[src/rtl/mux_pkg.sv]
// Shared types and helpers for the round-robin arbiting multiplexer.
package mux_pkg;

    typedef enum logic [0:0] {
        ARB  = 1'b0,
        LOCK = 1'b1
    } arb_state_e;

    // Index width that stays at least one bit wide for tiny channel counts.
    function automatic int idx_width(input int n);
        int w;
        w = $clog2(n);
        return (w < 1) ? 1 : w;
    endfunction

endpackage

[src/rtl/rr_mux_arb_pick.sv]
// Combinational round-robin picker: first set request at or above ptr, else lowest set request.
module rr_pick
    import mux_pkg::*;
#(
    parameter int N  = 32,
    parameter int IW = idx_width(N)
) (
    input  logic [N-1:0]  req,
    input  logic [IW-1:0] ptr,
    output logic [IW-1:0] win,
    output logic          win_vld
);

    logic hit_hi;

    always_comb begin
        win    = '0;
        hit_hi = 1'b0;
        // Descending scans leave the lowest matching index in win.
        for (int i = N - 1; i >= 0; i--) begin
            if (req[i] && (i >= int'(ptr))) begin
                win    = IW'(i);
                hit_hi = 1'b1;
            end
        end
        if (!hit_hi) begin
            for (int i = N - 1; i >= 0; i--) begin
                if (req[i]) begin
                    win = IW'(i);
                end
            end
        end
        win_vld = |req;
    end

endmodule

[src/rtl/rr_mux_arb.sv]
// N-way round-robin arbiting multiplexer with single-entry valid/ready output stage
// and optional packet lock that holds the grant until the locked channel's last beat.
module rr_mux_arb
    import mux_pkg::*;
#(
    parameter int NUM_CH     = 32,
    parameter int DATA_WIDTH = 16,
    parameter int LOCK_MODE  = 0,
    parameter int IDX_WIDTH  = idx_width(NUM_CH)
) (
    input  logic                  clk,
    input  logic                  rst_n,
    input  logic [NUM_CH-1:0]     req,
    input  logic [DATA_WIDTH-1:0] data_in [NUM_CH],
    input  logic [NUM_CH-1:0]     last_in,
    output logic [NUM_CH-1:0]     grant,
    output logic                  out_vld,
    input  logic                  out_rdy,
    output logic [IDX_WIDTH-1:0]  out_idx,
    output logic [DATA_WIDTH-1:0] out_data,
    output logic                  out_last
);

    localparam bit LOCK_EN = (LOCK_MODE != 0);

    arb_state_e            state;
    logic [IDX_WIDTH-1:0]  ptr;
    logic [IDX_WIDTH-1:0]  lock_idx;
    logic [IDX_WIDTH-1:0]  pick_win;
    logic                  pick_vld;
    logic [IDX_WIDTH-1:0]  win;
    logic [IDX_WIDTH-1:0]  ptr_next;
    logic                  any_elig;
    logic                  win_last;
    logic                  load;

    rr_pick #(
        .N  (NUM_CH),
        .IW (IDX_WIDTH)
    ) u_pick (
        .req     (req),
        .ptr     (ptr),
        .win     (pick_win),
        .win_vld (pick_vld)
    );

    // While locked only the locked channel is eligible; a dropped request just stalls.
    always_comb begin
        if (state == LOCK) begin
            win      = lock_idx;
            any_elig = req[lock_idx];
        end else begin
            win      = pick_win;
            any_elig = pick_vld;
        end
        win_last = last_in[win];
        load     = rst_n && any_elig && (!out_vld || out_rdy);
        ptr_next = (win == IDX_WIDTH'(NUM_CH - 1)) ? '0 : win + 1'b1;
    end

    always_comb begin
        grant = '0;
        if (load) begin
            grant[win] = 1'b1;
        end
    end

    // Output stage: a new beat may replace a draining one in the same edge.
    always_ff @(posedge clk or negedge rst_n) begin
        if (!rst_n) begin
            state    <= ARB;
            ptr      <= '0;
            lock_idx <= '0;
            out_vld  <= 1'b0;
            out_idx  <= '0;
            out_data <= '0;
            out_last <= 1'b0;
        end else if (load) begin
            out_vld  <= 1'b1;
            out_idx  <= win;
            out_data <= data_in[win];
            out_last <= LOCK_EN ? win_last : 1'b0;
            if (state == ARB) begin
                if (LOCK_EN && !win_last) begin
                    state    <= LOCK;
                    lock_idx <= win;
                end else begin
                    ptr <= ptr_next;
                end
            end else if (win_last) begin
                state <= ARB;
                ptr   <= ptr_next;
            end
        end else if (out_rdy) begin
            out_vld <= 1'b0;
        end
    end

endmodule

[config.mk]
export PLATFORM = sky130hd
export DESIGN_NAME = rr_mux_arb
export DESIGN_NICKNAME = d
export VERILOG_FILES = /design/src/rtl/mux_pkg.sv /design/src/rtl/rr_mux_arb_pick.sv /design/src/rtl/rr_mux_arb.sv
export SDC_FILE = /design/constraint.sdc
export NUM_CORES = 1
export LEC_CHECK = 0
export CORE_AREA = 5 5 246 248
export CTS_CLUSTER_DIAMETER = 120
export DETAILED_ROUTE_END_ITERATION = 7
export DIE_AREA = 0 0 251 253
export DONT_BUFFER_PORTS = 1
export HOLD_SLACK_MARGIN = 0.06
export SLEW_MARGIN = 20
export SYNTH_ARGS = -nofsm -noshare
export SYNTH_HDL_FRONTEND = slang
export SYNTH_SLANG_ARGS = --single-unit
[constraint.sdc]
create_clock -name clk -period 4.2 [get_ports clk]
set_input_delay 0.42 -clock clk [delete_from_list [all_inputs] [get_ports clk]]
set_output_delay 0.42 -clock clk [all_outputs]
set_load 0.03 [all_outputs]
# Yosys cells after proc, flatten, opt, wreduce, memory -nomap -nowiden
# Cells that the tools add are included.
[word_totals]
reg_bits = 28
latchBits = 0
ram_bits = 0
mem_bits_ro = 0
mem_count = 0
[classes]
add_sub_neg = 1
mul = 0
div = 0
order_cmp = 35
eq_ne = 2
n_shift = 0
mux = 116
bitwise = 1
n_reduce_logical = 39
[ops]
columns = ["operator", "n"]
rows = [
  ["$mux 5", 69],
  ["$bmux 16 s5", 1],
  ["$ge 5x5->1 const A", 15],
  ["$ge 4x5->1 const A", 8],
  ["$mux 1", 40],
  ["$logic_and 1x1->1", 34],
  ["$mux 16", 2],
  ["$mux 32", 1],
  ["$reduce_or 32->1", 1],
  ["$ge 3x5->1 const A", 4],
  ["$lt 5x6->1 const B", 2],
  ["$bmux 1 s5", 2],
  ["$ge 1x5->1 const A", 2],
  ["$ge 2x5->1 const A", 2],
  ["$ge 6x6->1 const B", 1],
  ["$not 5->6", 1],
  ["$add 5x1->5 const B", 1],
  ["$demux 1 s5", 1],
  ["$eq 5x5->1 const B", 1],
  ["$ge 5x1->1 const B", 1],
  ["$ne 2x1->1 const B", 1],
  ["$reduce_and 2->1", 1],
  ["$reduce_bool 2->1", 1],
  ["$logic_not 1->1", 1],
  ["$logic_or 1x1->1", 1],
]

# Depth between registers and ports, before layout
[logic_depth]
ltp_word = 72
depth_mapped = 17
mapped_depth_nobuf = 13

# By module
# From an unflattened synthesis, not the netlist that was laid out.
[unflattened]
cells_unflattened = 716
hier_area_um2 = 7133.1
[by_module_without_submodules]
columns = ["mod", "n_inst", "cells_each", "area_per_inst_um2", "seq_area_each_um2"]
rows = [
  ["rr_mux_arb", 1, 492, 5705.5, 700.7],
  ["rr_pick", 1, 224, 1427.6, 0.0],
]

# Least setup slack after synthesis
# Ideal clock, no wire load.
[synth_path]
path_type = "register to output"
start = "register ptr[2]"
end = "output port grant[11]"
arrival_ps = 3798
t_required_ps = 3780
path_slack_ps = -18
path_stages_with_launch = 14
path_buffers = 4
path_cell_list = "dfrtp_1 -> buf_4 -> o21ai_1 -> a21o_1 -> a221oi_2 -> nand3_1 -> or4b_4 -> o311ai_4 -> buf_6 -> buf_6 -> buf_4 -> ha_1 -> nand2_1 -> nor3_1"
[synth_via]
elab_chain_cells = 72
elab_cells_between_ends = 164
cone_classes = "33 x order compare; 99 x mux; 32 x reduce/logical"
[synth_lines]
columns = ["element", "line_no", "source"]
rows = [
  ["start: declaration", "rr_mux_arb.sv:27", "logic [IDX_WIDTH-1:0] ptr;"],
  ["start signal: assignment", "rr_mux_arb.sv:88", "ptr <= ptr_next;"],
  ["start signal: assignment", "rr_mux_arb.sv:92", "ptr <= ptr_next;"],
  ["$ge 5x5->1", "rr_mux_arb_pick.sv:21", "if (req[i] && (i >= int'(ptr))) begin"],
  ["$logic_and 1x1->1", "rr_mux_arb_pick.sv:21", ""],
  ["$mux 5 (31 in series)", "rr_mux_arb_pick.sv:21", ""],
  ["$mux 5 (32 in series)", "rr_mux_arb_pick.sv:28", "if (req[i]) begin"],
  ["$mux 5 *", "rr_mux_arb_pick.sv:26", "if (!hit_hi) begin"],
  ["via pick_win[1]", "rr_mux_arb.sv:29", "logic [IDX_WIDTH-1:0] pick_win;"],
  ["$mux 5 *", "rr_mux_arb.sv:49", "if (state == LOCK) begin"],
  ["$lt 5x6->1 (not written as such) / $ge 5x1->1 (equally long branches)", "rr_mux_arb.sv:64", "grant[win] = 1'b1;"],
  ["$logic_and 1x1->1 (not written as such)", "rr_mux_arb.sv:64", ""],
  ["$mux 1 (not written as such)", "rr_mux_arb.sv:64", ""],
  ["$demux 1 s5 *", "rr_mux_arb.sv:64", ""],
  ["$mux 32 *", "rr_mux_arb.sv:63", "if (load) begin"],
  ["end: declaration", "rr_mux_arb.sv:16", "output logic [NUM_CH-1:0] grant,"],
]
# The timed path passes the listed nets; every way through them passes the cells marked *.

# Worst setup path after layout
[layout_path]
start = "register ptr[0]"
end = "register out_data[13]"
[layout_via]
elab_chain_cells = 71
elab_cells_between_ends = 162
cone_classes = "31 x order compare; 99 x mux; 1 x bitwise; 31 x reduce/logical"
[layout_lines]
columns = ["element", "line_no", "source"]
rows = [
  ["$ge 5x5->1", "rr_mux_arb_pick.sv:21", ""],
  ["$logic_and 1x1->1", "rr_mux_arb_pick.sv:21", ""],
  ["$mux 5 (31 in series)", "rr_mux_arb_pick.sv:21", ""],
  ["$mux 5 (32 in series)", "rr_mux_arb_pick.sv:28", ""],
  ["$mux 5 *", "rr_mux_arb_pick.sv:26", ""],
  ["$mux 5 *", "rr_mux_arb.sv:49", ""],
  ["$not 5->6 (not written as such) *", "rr_mux_arb.sv:81", "out_data <= data_in[win];"],
  ["$bmux 16 s5 *", "rr_mux_arb.sv:81", ""],
  ["$mux 16 (not written as such) * (2 in series)", "rr_mux_arb.sv:81", ""],
  ["end signal: assignment", "rr_mux_arb.sv:81", ""],
  ["end: declaration", "rr_mux_arb.sv:20", "output logic [DATA_WIDTH-1:0] out_data,"],
]
# Mark *: on every way between the ends. The rest lies on a longest branch, timed or not. The select of a mux whose other input is x is not followed.
# A chain may end at the register's enable or synchronous reset.

==> impl_metrics.py <==
metrics = {
    "floorplan": {
        "start_util_pct": 13.9,
        "die_y_um": 253,
        "core-area_um2": 58200,
        "io_pins": 634,
        "fp.dieArea_um2": 63500,
        "rows": 89,
        "dieWidth_um": 251,
    },
    "power": {
        "vdd_ir_drop_max_uv": 707,
        "power.density_nw_per_um2": 1280,
        "p_leak_nw": 4.42,
    },
    "yosys": {
        "syn_area_um2": 8100,
        "syn_avg_cell_area_um2": 7.38,
        "synth_seq_cells": 28,
        "async_reset_ff_share_pct": 100,
        "netlist-cell-type-count": 70,
        "synth_cells": 1098,
        "synth-edff-count": 0,
        "ys_seq_area_share_pct": 8.65,
        "yosysTopAreaCell": "mux2_2",
        "synthTopCellsByArea": "mux2_2 18%, mux2i_1 17%, dfrtp_1 8.6%, nand2_1 7.9%, o21ai_0 7.0%",
        "synth_top_area_share_pct": 18.1,
        "synth_flop_cell": "dfrtp_1",
        "yosysWarnings": 5,
        "synth_nets": 1682,
    },
    "layout": {
        "drive_gt1_share_pct": 35.6,
        "final_cell_mix": "197 x buf_4, 169 x nand2_1, 132 x mux2i_1",
        "register_area_um2": 707,
        "multi_input_area_um2": 6980,
        "layout_commonest_cell": "buf_4",
        "final_nets": 1835,
        "stdcell_count": 2040,
        "fillers": 6576,
        "final_util_pct": 19.2,
        "syn_to_final_growth_pct": 38.2,
    },
    "clock_network": {
        "cts_buffer_depth": 2,
        "root_buffer": "clkbuf_16",
        "cts_tree": "built",
        "htree_levels": 1,
        "cts_buffers": 3,
        "clk_pin_slew_ns": 0.09,
        "cts_sinks": 28,
        "clkLatencyLatePin_ns": 0.29,
    },
    "worst_hold_path": {
        "hp-class": "in -> reg",
        "worstHoldPathCells": 2,
    },
    "setup_path": {
        "crit_family": "compound AO/OA/AOI/OAI gates",
        "slowest_delay_ns": 0.57,
        "worstSetupEndpointType": "flop",
        "crit_type": "reg -> reg",
        "cp.depth": 18,
        "reg2regPathDepth": 18,
        "worstPathArrival_ns": 4.30,
        "critPathBufInv": 6,
        "critPathRequiredTime_ns": 4.35,
        "slowest_stage": "or4b_4",
        "crit_path_start_kind": "flop",
        "path_cells": "buf_6 -> a21o_1 -> a21oi_1 -> a211oi_2 -> nand2_1 -> or4b_4 -> o311ai_4 -> buf_6 -> clkbuf_16 -> buf_16 -> buf_12 -> buf_4 -> mux2_2 -> nand2_1 -> o21ai_0 -> a22oi_1 -> and4_1 -> o21ai_1",
        "worstPathMaxFanout": 9,
    },
    "global_route": {
        "antenna_found_initial": 14,
        "grt_usage_pct": 15.3,
        "grt_pass1_vias": 9387,
        "grt_max_degree": 95,
        "grt_pass1_wl_mm": 70.3,
        "grt_overflow": 0,
    },
    "placement": {
        "placed_cells": 1969,
        "io_buffer_count": 0,
        "gp_congestion": 0.986,
        "hpwl_mm": 45.4,
    },
    "drt": {
        "drc": 0,
        "wl_met2_mm": 25.8,
        "viasPerCell": 4.69,
        "wl_met3_mm": 4.35,
        "ant_nets": 0,
        "vias": 9573,
        "drt_iter0_markers": 830,
        "wl_met1_mm": 22.5,
        "top_layer_used": "met5",
        "dr.pass1.iters": 6,
        "totalWireLength_mm": 54.5,
        "wire_per_inst_um": 26.7,
    },
    "flow_run": {
        "cap_violations": 0,
    },
    "sta": {
        "fmax_mhz": 241,
        "setup_viol": 0,
        "worst_pin_slew_ns": 0.834,
        "fin_crit_ns": 4.15,
        "rsz0062_at_grt": "true",
        "clock_skew_ns": 0.00790,
        "post-route-period-util_pct": 98.7,
        "hold_viol": 0,
        "finalMaxSlewViolations": 0,
        "slew_headroom_pct": 44.4,
    },
    "outcome": {
        "outcome": "completed",
    },
}
==> kinds of logic after synthesis <==
group | share of synthesized area, %
flip-flops | 8.65
AO/OA/AOI/OAI | 27.3
adder cells (fa/ha/maj) | 0.772
AND/OR/NAND/NOR | 19.1
buffers and inverters | 8.46
multiplexers | 35.6
XOR/XNOR | 0.108
other | 0.0463
==> state kept, by name (all words and copies together), names as in the netlist <==
| register | flops |
|---|---|
| out_data | 16 |
| ptr | 5 |
| state | 1 |
| out_idx | 5 |
| out_vld | 1 |
==> layout make-up <==
cell class / instances / area share (%)
multi-input cells: 959 / 62.3
repair buffers: 242 / 20.8
well taps: 773 / 8.64
flip-flops and latches: 28 / 6.31
clock buffers: 3 / 0.670
inverters: 17 / 0.592
diodes: 17 / 0.380
clock inverters: 1 / 0.268
==> routing by layer <==
metal / global-route usage (%) / vias up
met2: 25.7 / 601
met1: 19.7 / 4493
met3: 3.33 / 57
li1: - / 4420
met5: 0 / -
met4: 4.83 / 2
==> path summary, 6_finish.rpt <==
| check | start | slack (ns) | to |
|---|---|---|---|
| worst max-delay path | ptr[0]$_DFFE_PN0P_ | 0.05 | out_data[13]$_DFFE_PN0P_ |
| worst min-delay path | rst_n | 0.24 | out_vld$_DFFE_PN0P_ |
| worst max register to register | ptr[0]$_DFFE_PN0P_ | 0.05 | out_data[13]$_DFFE_PN0P_ |
| worst min register to register | state$_DFFE_PN0P_ | 0.56 | state$_DFFE_PN0P_ |
| max in group asynchronous | rst_n | 3.38 | out_data[12]$_DFFE_PN0P_ |
| min in group asynchronous | rst_n | 0.58 | out_vld$_DFFE_PN0P_ |
==> per-stage QoR <==
step                      setup TNS [ns]  cell area, um^2  power [mW]  worst slack [ns]  hold WS, ns
after global placement             -2.74            10100        12.1            -0.333        0.127
final                                  0            11200        14.4            0.0531        0.241
after global routing               -1.51            11200        15.4            -0.169        0.243
after CTS                              0            10600        13.5           0.00476        0.229
after floorplan                  -0.0355             8100        8.05           -0.0177        0.124
after detailed placement           -2.52            10100        12.1            -0.279        0.127
==> Yosys cell counts, drive strengths merged, types with 3 or more instances <==
library cell and count:
nand2 171, o21ai 171, mux2i 136, mux2 134, a22oi 64, clkbuf 48
nor2 47, buf 46, a21oi 34, dfrtp 28, nor3 25, nand3 20
inv 17, nor2b 17, a211oi 16, and4 13, and2 12, and3 7
nand2b 7, a21o 6, o211ai 6, a31oi 5, ha 5, nor4 5
o211a 5, o22a 5, o22ai 5, or4 4, a221oi 3, a222oi 3
o2111ai 3, o21a 3, or2 3
==> where the power goes <==
group / internal [mW] / switching (mW)
Combinational: 6.35 / 6.95
Sequential: 0.391 / 0.383
Clock: 0.191 / 0.124
==> repair_timing <==
| item | in CTS | in global routing |
|---|---|---|
| buffers inserted | 14 | 23 |
| endpoints found under the setup margin | 53 | 53 |
| hold buffers | 2 | 0 |
| cloned | 5 | 6 |
| endpoints found under the hold margin | 28 | 0 |
| gates resized for setup | 20 | 68 |
| pin swaps | 2 | 34 |
No activity file was read; power rests on OpenSTA's default activity.
